--- config.mk ---
export PLATFORM = sky130hd
export DESIGN_NAME = gs_mem_arb
export DESIGN_NICKNAME = d
export VERILOG_FILES = /design/src/rtl/gs_mem_arb.sv
export SDC_FILE = /design/constraint.sdc
export NUM_CORES = 1
export LEC_CHECK = 0
export BUFFER_PORTS_ARGS = -buffer_cell sky130_fd_sc_hd__buf_2
export CORE_MARGIN = 10
export CORE_UTILIZATION = 35
export DETAILED_ROUTE_END_ITERATION = 6
export GPL_TIMING_DRIVEN = 0
export SETUP_SLACK_MARGIN = 0.15
export SYNTH_ARGS = -nofsm -noshare
export SYNTH_HDL_FRONTEND = slang
export SYNTH_SLANG_ARGS = --single-unit
--- constraint.sdc ---
create_clock -name clk_sys -period 2.45 [get_ports clk_sys]
set_input_delay 0.1225 -clock clk_sys [delete_from_list [all_inputs] [get_ports clk_sys]]
set_output_delay 0.1225 -clock clk_sys [all_outputs]
set_load 0.005 [all_outputs]
--- src/rtl/gs_mem_arb.sv ---
// General Sound memory port arbiter: shares one byte-wide request/ack memory port between
// the GS Z80 and the data_io loader FIFO, and applies the GS memory-size mask.
module gs_mem_arb #(
    parameter int ADDR_W        = 21,
    parameter int LD_FIFO_DEPTH = 4
) (
    input  logic              clk_sys,
    input  logic              reset,
    input  logic [1:0]        mem_size,
    input  logic [ADDR_W-1:0] gs_addr,
    input  logic [7:0]        gs_din,
    input  logic              gs_rd,
    input  logic              gs_wr,
    output logic [7:0]        gs_dout,
    output logic              gs_ready,
    input  logic              ld_wr,
    input  logic [ADDR_W-1:0] ld_addr,
    input  logic [7:0]        ld_data,
    output logic              ld_overflow,
    output logic              mem_req,
    output logic              mem_we,
    output logic [ADDR_W-1:0] mem_addr,
    output logic [7:0]        mem_wdata,
    input  logic [7:0]        mem_rdata,
    input  logic              mem_ack
);

    localparam int PTR_W = (LD_FIFO_DEPTH > 1) ? $clog2(LD_FIFO_DEPTH) : 1;
    localparam int CNT_W = PTR_W + 1;
    localparam int ENT_W = ADDR_W + 8;
    localparam int TUP_W = ADDR_W + 10;
    localparam logic [CNT_W-1:0] FULL_CNT = CNT_W'(LD_FIFO_DEPTH);

    typedef enum logic [1:0] {
        ST_IDLE   = 2'd0,
        ST_GS_ACC = 2'd1,
        ST_LD_ACC = 2'd2
    } state_t;

    function automatic logic addr_oor(input logic [1:0] size, input logic [1:0] top);
        logic oor;
        case (size)
            2'd0:    oor = (top != 2'b00);
            2'd1:    oor = top[1];
            default: oor = 1'b0;
        endcase
        return oor;
    endfunction

    state_t            state_q, state_d;
    logic              mem_req_q, mem_req_d;
    logic              mem_we_q, mem_we_d;
    logic [ADDR_W-1:0] mem_addr_q, mem_addr_d;
    logic [7:0]        mem_wdata_q, mem_wdata_d;
    logic              gs_ready_q, gs_ready_d;
    logic [7:0]        gs_dout_q, gs_dout_d;
    logic              ld_overflow_q, ld_overflow_d;
    logic [TUP_W-1:0]  last_tup_q, last_tup_d;
    logic              gs_req_prev_q, gs_req_prev_d;
    logic              gs_pend_q, gs_pend_d;
    logic              oor_pend_q, oor_pend_d;
    logic [PTR_W-1:0]  wr_ptr_q, wr_ptr_d;
    logic [PTR_W-1:0]  rd_ptr_q, rd_ptr_d;
    logic [CNT_W-1:0]  cnt_q, cnt_d;
    logic [ENT_W-1:0]  fifo_mem [LD_FIFO_DEPTH];

    logic              gs_req_s, gs_new_s, gs_want_s, gs_oor_s, gs_served_s;
    logic [TUP_W-1:0]  gs_tup_s;
    logic              fifo_has_s, fifo_pop_s, fifo_full_s, fifo_byp_s;
    logic              fifo_acc_s, fifo_wr_s, fifo_rd_s;
    logic [ENT_W-1:0]  head_s;

    // GS request qualification: a held, unchanged request is served only once
    always_comb begin
        gs_req_s  = gs_rd | gs_wr;
        gs_tup_s  = {gs_rd, gs_wr, gs_addr, gs_din};
        gs_new_s  = gs_req_s & (~gs_req_prev_q | (gs_tup_s != last_tup_q));
        gs_want_s = gs_new_s | (gs_pend_q & gs_req_s);
        gs_oor_s  = addr_oor(mem_size, gs_addr[20:19]);
        fifo_has_s = (cnt_q != {CNT_W{1'b0}}) | ld_wr;
        if (cnt_q != {CNT_W{1'b0}}) begin
            head_s = fifo_mem[rd_ptr_q];
        end else begin
            head_s = {ld_addr, ld_data};
        end
    end

    // Sequencer next state: loader first, then GS (masked or real access)
    always_comb begin
        state_d     = state_q;
        mem_req_d   = mem_req_q;
        mem_we_d    = mem_we_q;
        mem_addr_d  = mem_addr_q;
        mem_wdata_d = mem_wdata_q;
        gs_ready_d  = gs_ready_q;
        gs_dout_d   = gs_dout_q;
        last_tup_d  = last_tup_q;
        oor_pend_d  = 1'b0;
        fifo_pop_s  = 1'b0;
        gs_served_s = 1'b0;
        case (state_q)
            ST_IDLE: begin
                if (oor_pend_q) begin
                    gs_ready_d = 1'b1;
                    gs_dout_d  = last_tup_q[TUP_W-1] ? 8'hFF : gs_dout_q;
                end else begin
                    gs_ready_d = gs_ready_q;
                end
                if (fifo_has_s) begin
                    fifo_pop_s  = 1'b1;
                    mem_req_d   = 1'b1;
                    mem_we_d    = 1'b1;
                    mem_addr_d  = head_s[ENT_W-1:8];
                    mem_wdata_d = head_s[7:0];
                    state_d     = ST_LD_ACC;
                    gs_ready_d  = gs_want_s ? 1'b0 : (oor_pend_q | gs_ready_q);
                end else if (gs_want_s && gs_oor_s) begin
                    // Masked access: one wait cycle, no memory cycle
                    last_tup_d  = gs_tup_s;
                    gs_served_s = 1'b1;
                    gs_ready_d  = 1'b0;
                    oor_pend_d  = 1'b1;
                end else if (gs_want_s) begin
                    last_tup_d  = gs_tup_s;
                    gs_served_s = 1'b1;
                    gs_ready_d  = 1'b0;
                    mem_req_d   = 1'b1;
                    mem_we_d    = gs_wr;
                    mem_addr_d  = gs_addr;
                    mem_wdata_d = gs_din;
                    state_d     = ST_GS_ACC;
                end else begin
                    state_d = ST_IDLE;
                end
            end
            ST_GS_ACC: begin
                if (mem_ack) begin
                    mem_req_d  = 1'b0;
                    gs_ready_d = 1'b1;
                    gs_dout_d  = mem_we_q ? gs_dout_q : mem_rdata;
                    state_d    = ST_IDLE;
                end else begin
                    mem_req_d = 1'b1;
                end
            end
            ST_LD_ACC: begin
                gs_ready_d = gs_want_s ? 1'b0 : gs_ready_q;
                if (mem_ack) begin
                    mem_req_d = 1'b0;
                    state_d   = ST_IDLE;
                end else begin
                    mem_req_d = 1'b1;
                end
            end
            default: begin
                state_d    = ST_IDLE;
                mem_req_d  = 1'b0;
                gs_ready_d = 1'b1;
            end
        endcase
    end

    // GS pending tracking and loader FIFO bookkeeping (empty FIFO with a pop bypasses storage)
    always_comb begin
        gs_req_prev_d = gs_req_s;
        if (!gs_req_s) begin
            gs_pend_d = 1'b0;
        end else if (gs_served_s) begin
            gs_pend_d = 1'b0;
        end else if (gs_new_s) begin
            gs_pend_d = 1'b1;
        end else begin
            gs_pend_d = gs_pend_q;
        end
        fifo_full_s   = (cnt_q == FULL_CNT);
        fifo_byp_s    = fifo_pop_s & (cnt_q == {CNT_W{1'b0}});
        fifo_acc_s    = ld_wr & (~fifo_full_s | fifo_pop_s);
        fifo_wr_s     = fifo_acc_s & ~fifo_byp_s;
        fifo_rd_s     = fifo_pop_s & ~fifo_byp_s;
        ld_overflow_d = ld_overflow_q | (ld_wr & ~fifo_acc_s);
        if (fifo_wr_s) begin
            wr_ptr_d = wr_ptr_q + PTR_W'(1);
        end else begin
            wr_ptr_d = wr_ptr_q;
        end
        if (fifo_rd_s) begin
            rd_ptr_d = rd_ptr_q + PTR_W'(1);
        end else begin
            rd_ptr_d = rd_ptr_q;
        end
        cnt_d = cnt_q + CNT_W'(fifo_wr_s) - CNT_W'(fifo_rd_s);
    end

    // FIFO storage write port
    always_ff @(posedge clk_sys) begin
        if (fifo_wr_s) begin
            fifo_mem[wr_ptr_q] <= {ld_addr, ld_data};
        end
    end

    // State and output registers
    always_ff @(posedge clk_sys) begin
        if (reset) begin
            state_q       <= ST_IDLE;
            mem_req_q     <= 1'b0;
            mem_we_q      <= 1'b0;
            mem_addr_q    <= {ADDR_W{1'b0}};
            mem_wdata_q   <= 8'h00;
            gs_ready_q    <= 1'b1;
            gs_dout_q     <= 8'hFF;
            ld_overflow_q <= 1'b0;
            last_tup_q    <= {TUP_W{1'b0}};
            gs_req_prev_q <= 1'b0;
            gs_pend_q     <= 1'b0;
            oor_pend_q    <= 1'b0;
            wr_ptr_q      <= {PTR_W{1'b0}};
            rd_ptr_q      <= {PTR_W{1'b0}};
            cnt_q         <= {CNT_W{1'b0}};
        end else begin
            state_q       <= state_d;
            mem_req_q     <= mem_req_d;
            mem_we_q      <= mem_we_d;
            mem_addr_q    <= mem_addr_d;
            mem_wdata_q   <= mem_wdata_d;
            gs_ready_q    <= gs_ready_d;
            gs_dout_q     <= gs_dout_d;
            ld_overflow_q <= ld_overflow_d;
            last_tup_q    <= last_tup_d;
            gs_req_prev_q <= gs_req_prev_d;
            gs_pend_q     <= gs_pend_d;
            oor_pend_q    <= oor_pend_d;
            wr_ptr_q      <= wr_ptr_d;
            rd_ptr_q      <= rd_ptr_d;
            cnt_q         <= cnt_d;
        end
    end

    assign mem_req     = mem_req_q;
    assign mem_we      = mem_we_q;
    assign mem_addr    = mem_addr_q;
    assign mem_wdata   = mem_wdata_q;
    assign gs_ready    = gs_ready_q;
    assign gs_dout     = gs_dout_q;
    assign ld_overflow = ld_overflow_q;

endmodule

==> results by stage, run 1 <==
Global route:
- The global-route met2 utilization is 23.94%.
- The number of antenna violations at the first check in global routing is 1.
- For this run, global-route usage on met1 was measured as 18.36%.
- After global routing, the most crowded layer is met2.
- The global-route met3 utilization is 2.390%.
- The via count of the first global-routing pass is 5,946.
- The global-route wire length before repair is 34.58 mm.
- For this run the aggregate overflow at the end of global routing stands at 0.
- Entering global routing, the biggest net connects 30 pins.
- Across every metal layer, demand over resource in global routing totals 14.17%.

STA:
- The final critical-path required period is 2.212 ns.
- Measured against its own limit, the worst slew margin works out to 47.29%.
- The final number of setup-violating endpoints is 0.
- The number of hold-slack violations in the final timing report was 0.
- The fraction of the cycle the final worst path needs is 90.27%.
- The accumulated negative setup slack is 0 ns.
- The number of pins with negative max-slew slack in the final report was 0.
- The worst setup skew after layout is 0.01093 ns.
- At the pin with the least slew margin, the transition time is 0.7906 ns.
- Setup repair after global routing could not meet its margin everywhere.
- The highest clock frequency the design can meet is 452.1 MHz.

Drt:
- The number of iterations in the first detailed-routing pass is 4.
- The detailed router finished its first iteration with 305 violations.
- The routed layout has 5,703 vias.
- Dividing the detail-routed wire length by the instance count gives 18.83 um.
- The number of vias per cell after detailed routing is 4.817.
- After detailed routing, the total wire length is 22.30 mm.
- In the routed design, unresolved DRC markers number 0.
- The number of routed nets with antenna violations is 0.

Power:
- The share of total power dissipated in the clock network is 29.6%.
- The analysis attributes to cell leakage a power of 4.222 nW.
- Summed over all nets, the switching power comes to 3.616 mW.
- The worst ir drop on vdd is 0.0005133 V.
- The fraction of power spent switching nets is 30.80%.
- The internal power component is 8.126 mW.
- The power density of the placed cells is 1055 nW/um^2.
- The part of the total power dissipated in combinational logic is 31.3%.
- The relative contribution of sequential cells to total power is 39.2%.
- Overall power consumption after layout is estimated at 11.74 mW.

Worst setup path:
- The number of cells on the worst reg-to-reg path is 8.
- The critical-path maximum fanout is 10.
- The critical path's largest stage delay is 0.33 ns.
- The required time of the critical path is 2.87 ns.
- The classification of the worst setup path is register to register.
- STA classifies the critical path startpoint as a register.
- The signal on the critical path passes through xor2_1 > nor4_2 > nand4_1 > o21ai_4 > o31a_2 > buf_6 > buf_8 > mux2i_1.
- The critical path contains buffers and inverters numbering 2 combined.
- The critical path endpoint category is a register.
- The slowest stage of the critical path is the nor4_2 cell.
- The cell family with the largest share of critical-path delay is simple AND/OR/NAND/NOR gates.
- The data arrival time at the worst-slack endpoint is 2.63 ns.
- The depth of the critical timing path with buffers and inverters included is 8.

Floorplan:
- The die outline area is 31,260 sq um.
- The die boundary width is 176.8 um.
- The total number of placement rows is 57.
- In this run the standard cell core region covers 24,250 sq um.
- The die outline height is 176.8 um.
- The number of primary I/O pins is 115.
- The starting density of the core is 35.49%.

Flow run:
- The number of maximum-capacitance violations is 0.

Synthesis:
- Of the synthesized area, sequential elements account for 60.49%.
- The post-synthesis sequential element count is 202.
- The top cell type by area accounts for 40.48% of the synthesized area.
- The share of synthesized registers carrying an async set or reset is 0%.
- The cell area after synthesis is 8605 sq um.
- The predominant post-synthesis flop cell is edfxtp_1.
- By area the synthesized netlist is led by edfxtp_1 (40%), dfxtp_1 (20%), mux2i_1 (10%).
- The mean area per synthesized cell is 13.57 sq um.
- The number of synthesized flops with an enable pin is 116.
- The post-synthesis net count is 719.
- Synthesis handed over a netlist of 634 instances.
- The Yosys warning count is 0.
- edfxtp_1 takes more of the synthesized area than any other cell.
- After synthesis, the netlist uses 44 different library cells.

Layout:
- In the final layout, the share of cells above drive strength 1 is 25.26%.
- For this run, the number of standard cells in the final layout without fillers is 1,184.
- The number of nets in the final layout is 928.
- The final-layout fill cell count is 2,226.
- In the final layout, the multi-input gates occupy 3203 sq um.
- The area growth from synthesis to layout is 29.40%.
- The finished cells cover 11,130 sq um.
- The register area is 5213 sq um.

Clock network:
- The clock slew seen by the registers of the worst setup and hold paths is 0.06 ns.
- The insertion delay to the later sink of the worst-skew pair is 0.50 ns.
- Counting the buffers created by CTS gives 23.
- CTS built an H-tree with a depth of 1.
- CTS placed an instance of clkbuf_16 at the clock tree root.
- The TritonCTS sink count is 202.
- TritonCTS built the clock tree.
- In this run the deepest clock path goes through 3 buffers.

Placement:
- In this run, placement finished with an instance count of 1,070.
- The congestion estimate from routability-driven global placement came to 0.8249.
- The placed instances occupy a cell area of 9582 sq um.
- The sum of net half-perimeters after detailed placement is 15.09 mm.
- Port buffering added 112 buffers.

Min path:
- The worst hold path passes through 3 cells.
- The worst hold path belongs to the class input port to register.

Run status:
- The flow ran to the end, and the final reports show no timing, DRC or antenna violations.
## final cells by class
cell class / count / area share [%]
Sequential cell: 202 / 46.81
Multi-Input combinational cell: 382 / 28.77
Timing Repair Buffer: 184 / 11.42
Clock buffer: 28 / 5.338
Tap cell: 324 / 3.641
Buffer: 38 / 2.113
Clock inverter: 13 / 1.483
Inverter: 12 / 0.4045
Antenna cell: 1 / 0.02247
## registers in the layout (all words and copies together) (netlist names), named ones only
signal	cells
gs_pend_q	1
last_tup_q	31
ld_overflow	1
mem_wdata	8
mem_addr	21
oor_pend_q	1
wr_ptr_q	2
state_q	2
gs_ready	1
gs_dout	8
mem_req	1
cnt_q	3
gs_req_prev_q	1
fifo_mem	116
mem_we	1
rd_ptr_q	2
## routing by layer
metal  wire length (um)  share of wire, %  vias up
li1                   -                 -     2750
met1               9904                44     2790
met2              10860                49      131
met3               1027               4.6       32
met4                505               2.3        0
met5                  0                 0        -
## cells by family after synthesis
family | count (synthesis) | share of synthesized area (%)
AOI/OAI and AO/OA | 61 | 4.901
muxes | 118 | 17.94
and+or+nand+nor | 155 | 8.114
xor gates and xnor gates | 37 | 3.766
adders and majority gates | 11 | 1.687
DFF | 202 | 60.49
buffers and inverters | 50 | 3.097
## tightest hold or removal path, cell delays in order
cell	delay, ns
buf_2	0.18
mux2i_1	0.10
nor2_1	0.08
## cell usage after synthesis (2+ instances only)
| library cell | count |
|---|---|
| buf_8 | 3 |
| nand4_1 | 2 |
| and2_1 | 4 |
| nor4_1 | 9 |
| nor3_1 | 3 |
| o21ai_0 | 13 |
| nand2_1 | 68 |
| buf_6 | 5 |
| a21oi_1 | 7 |
| nor2b_1 | 3 |
| xnor2_1 | 4 |
| mux4_2 | 29 |
| nor2_1 | 49 |
| xor2_1 | 33 |
| clkbuf_1 | 23 |
| nand3b_1 | 8 |
| o211ai_1 | 30 |
| inv_1 | 11 |
| mux2i_1 | 89 |
| ha_1 | 10 |
| nand2b_1 | 3 |
| buf_2 | 6 |
| edfxtp_1 | 116 |
| dfxtp_1 | 86 |
## per-stage QoR
| step | worst slack (ns) | util (%) | hold WS (ns) |
|---|---|---|---|
| floorplan | 0.1658 | - | 0.2214 |
| global placement | -0.5151 | 39.49 | 0.3612 |
| detailed placement | -0.1073 | 39.52 | 0.3605 |
| CTS | 0.1448 | 45.63 | 0.003703 |
| global route | 0.1372 | 45.92 | 0.04801 |
| finish | 0.2383 | 45.92 | 0.01395 |
## placed cells by master, fill, tap and decap left out, drive strengths merged, types with 4 or more instances in the layout
master	synthesis	final
nand3b	8	8
o211ai	30	30
mux2i	89	89
a21oi	7	7
o21ai	14	14
mux4	29	29
clkinv	0	8
nand2	68	68
inv	12	12
buf	15	130
clkbuf	23	51
dlygate4sd3	0	68
and2	4	4
xnor2	4	4
nor2	49	49
ha	10	10
bufinv	0	4
edfxtp	116	116
dfxtp	86	86
xor2	33	33
nor4	9	9
nor3	4	4
## timing repair
item                                   CTS  global route
hold buffers                            68             0
endpoints found under the hold margin  156             0
gates cloned                             0             0
pin swaps                                1             4
buffers inserted                         3             1
gates resized for setup                  8            19
setup endpoints to repair              139           127
## power groups by stage
stage | Clock [mW] | Combinational (mW) | Sequential (mW)
after floorplan | 0 | 2.39 | 4.63
after global placement | 0 | 3.46 | 4.65
after detailed placement | 0 | 3.50 | 4.66
after CTS | 3.55 | 3.65 | 4.60
after global routing | 3.69 | 4.02 | 4.67
final | 3.47 | 3.67 | 4.60
## path summary, 6_finish.rpt
check | from | to | slack [ns]
min | gs_addr[19] | last_tup_q[27]$_SDFFE_PP0P_ | 0.01
max reg2reg | last_tup_q[12]$_SDFFE_PP0P_ | mem_addr[0]$_SDFFE_PP0P_ | 0.24
max | last_tup_q[12]$_SDFFE_PP0P_ | mem_addr[0]$_SDFFE_PP0P_ | 0.24
min reg2reg | mem_wdata[0]$_SDFFE_PP0P_ | mem_wdata[0]$_SDFFE_PP0P_ | 0.46
(Power assumes the default switching activity.)
==> run 2: changes to the inputs <==
--- a/config.mk
+++ b/config.mk
@@ -6,10 +6,13 @@
 export NUM_CORES = 1
 export LEC_CHECK = 0
 export BUFFER_PORTS_ARGS = -buffer_cell sky130_fd_sc_hd__buf_2
+export CELL_PAD_IN_SITES_DETAIL_PLACEMENT = 0
+export CELL_PAD_IN_SITES_GLOBAL_PLACEMENT = 2
 export CORE_MARGIN = 10
 export CORE_UTILIZATION = 35
 export DETAILED_ROUTE_END_ITERATION = 6
 export GPL_TIMING_DRIVEN = 0
+export PLACE_DENSITY_LB_ADDON = 0.1
 export SETUP_SLACK_MARGIN = 0.15
 export SYNTH_ARGS = -nofsm -noshare
 export SYNTH_HDL_FRONTEND = slang
==> results by stage, run 2 (synthesized netlist as in run 1, its figures left out) <==
STA:
- Clock skew on the completed layout was measured at 0.01034 ns.
- The number of hold-slack violations in the final timing report is 0.
- Setup repair after global routing could not meet its margin everywhere.
- The accumulated negative setup slack is 0 ns.
- The transition time of the tightest slew-check pin is 0.9672 ns.
- The final critical-path required period is 2.180 ns.
- The highest clock frequency the design can meet is 458.8 MHz.
- The worst relative slew slack is 35.52%.
- The number of pins with negative max-slew slack in the final report is 0.
- Setup violations remaining at the end of the flow were counted as 0.
- The smallest hold slack is 0.05264 ns.
- After layout, the worst setup slack is 0.2703 ns.
- The fraction of the cycle the final worst path needs is 88.97%.

Drt:
- The number of iterations in the first detailed-routing pass is 6.
- For this block, the initial DRC count from the detailed router was 249.
- The routed design has 23.45 mm of wire.
- Using the TritonRoute via totals, the vias-per-cell ratio works out to 4.824.
- The average wire length per cell after detail routing is 19.64 um.
- The number of remaining DRC errors is 0.
- Once detail routing completed, the nets flagged for antenna violations numbered 0.
- The via count is 5,760.

Worst setup path:
- The critical path endpoint category is a register.
- Among all stages on the critical path, the largest delay is contributed by fa_2.
- The critical-path maximum fanout is 5.
- The classification of the worst setup path is register to register.
- In this run the critical register-to-register path is captured at cnt_q[1]$_SDFF_PP0_.
- The largest single stage delay on the critical path is 0.44 ns.
- The setup slack on the worst flop-to-flop path is 0.27 ns.
- The number of cells on the worst reg-to-reg path is 10.
- Walking the worst path, the cells encountered are inv_2 > ha_4 > xor2_1 > a21boi_2 > inv_1 > ha_1 > inv_1 > ha_1 > fa_2 > nor2b_1.
- The critical path starts at state_q[0]$_SDFFE_PP0P_.
- The required time of the critical path is 2.82 ns.
- The worst setup path is launched from a register.
- The startpoint identified for the worst register-to-register timing path is state_q[0]$_SDFFE_PP0P_.
- The data arrival time at the worst-slack endpoint is 2.55 ns.

Layout:
- In the final layout, flip-flops and latches occupy 5210 sq um.
- The register containing the most flip-flops in the final layout is fifo_mem.
- The area growth from synthesis to layout is 30.78%.
- The fraction of the core area covered by cells at the end of the flow is 46.41%.
- The number of nets in the final layout is 940.
- Leaving out fill and tap cells, the most frequent cells in the layout are buf_2 (117), edfxtp_1 (116), mux2i_1 (88).
- The commonest non-fill, non-tap cell in the layout is buf_2.
- Fill cells in the final layout number 2,257.
- The share of post-route cells with drive strength above 1 is 26.21%.
- The number of antenna diodes in the final layout is 0.
- Summing all multi-input logic gate instances after layout gives 3191 sq um.
- The number of standard cells in the final layout excluding fillers is 1,194.
- The register with the most flip-flops in the layout has 116 of them.

Min path:
- The end point of the most critical hold path is state_q[1]$_SDFFE_PP0P_.
- The worst hold path passes through 4 cells.
- In this run the most critical hold path is launched from mem_ack.
- The worst min-delay path category is input port to register.

Placement:
- The port buffer count is 112.
- The sum of net half-perimeters after detailed placement is 16.52 mm.
- Including well taps, the total number of placed cells is 1,074.
- At the end of routability-driven placement, the weighted congestion stood at 0.7346.
- At the placement stage, the worst setup path has a slack of -0.2876 ns.

Floorplan:
- The placeable core region is 24,250 sq um.
- The starting density of the core is 35.49%.
- Row generation in the floorplan step produced 57 rows.
- The die covers 31,260 sq um.
- The die outline height is 176.8 um.
- Measured along the x axis, the die boundary spans 176.8 um.
- The number of primary I/O pins is 115.

Clock network:
- TritonCTS built the clock tree.
- The clock slew seen by the registers of the worst setup and hold paths is 0.06 ns.
- The number of CTS-inserted buffers is 24.
- The number of buffers on the longest clock path is 3.
- The cell at the root of the clock tree is clkbuf_16.
- Clock tree synthesis found a total of 202 sinks.
- For the worst-skew pair, the clock arrives at the later sink with an insertion delay of 0.51 ns.
- The number of H-tree levels is 1.

Power:
- In this run the power density over the cells is 1042 nW/um^2.
- In this run the static leakage power is 4.283 nW.
- The worst-case IR drop observed on VDD is 0.0004244 V.

Run status:
- The flow ran to the end, and the final reports show no timing, DRC or antenna violations.

Flow run:
- The tool flagged a number of max-cap violations equal to 0.

Global route:
- The via count of the first global-routing pass was 6,264.
- The all-layer global routing usage is 15.02%.
- Entering global routing, the biggest net connects 16 pins.
- After global routing the overflow that remains totals 0.
- The number of antenna violations at the first check in global routing was 0.
- The global-route wire length before repair is 36.45 mm.
==> run 2: timing repair <==
action                                  4_1_cts  5_1_grt
gates resized for setup                      10       13
pin swaps                                     1        8
buffers inserted                              1        9
endpoints found under the hold margin       157        0
hold buffers                                 69        0
endpoints found under the setup margin      121       52
gates cloned                                  0        0
==> run 2: area by class of cell <==
class | count | share of cell area (%)
Clock inverter | 8 | 0.5670
Clock buffer | 33 | 5.915
Buffer | 38 | 2.101
Timing Repair Buffer | 195 | 12.76
Tap cell | 324 | 3.602
Multi-Input combinational cell | 382 | 28.35
Sequential cell | 202 | 46.30
Inverter | 12 | 0.4003
==> run 2: how the worst max path moves through the flow <==
stage	to	slack [ns]
after floorplan	cnt_q[2]$_SDFF_PP0_	0.17
after global placement	fifo_mem[3][22]$_DFFE_PP_	-0.59
after detailed placement	mem_addr[5]$_SDFFE_PP0P_	-0.29
after CTS	cnt_q[2]$_SDFF_PP0_	0.15
after global routing	mem_addr[5]$_SDFFE_PP0P_	0.14
final	cnt_q[1]$_SDFF_PP0_	0.27
==> run 2: worst max-delay path, delay by kind of cell, from the launching register on <==
family	cells	cell delay (ns)
compound gates	1	0.16
xor+xnor	1	0.15
fa+ha+maj	4	1.07
buf+inv	3	0.18
flops	1	0.36
simple gates	1	0.13
==> run 2: layer usage <==
metal  part of all wire, %  GRT usage [%]
met2                    51          26.46
met5                     0              0
met1                    43          18.76
met3                   4.1          2.646
met4                   1.6          3.433
==> run 2: report_power, final <==
group	switching, mW	total (mW)	internal [mW]
Clock	1.33	3.32	1.99
Sequential	0.285	4.60	4.32
Combinational	2.05	3.80	1.75
==> run 2: stage by stage <==
stage          total power, mW  instance area [sq um]
4_1_cts                  11.85                  11160
2_1_floorplan            7.020                   8611
3_3_place_gp             8.157                   9577
5_1_grt                  12.42                  11250
3_5_place_dp             8.337                   9692
6_report                 11.73                  11250
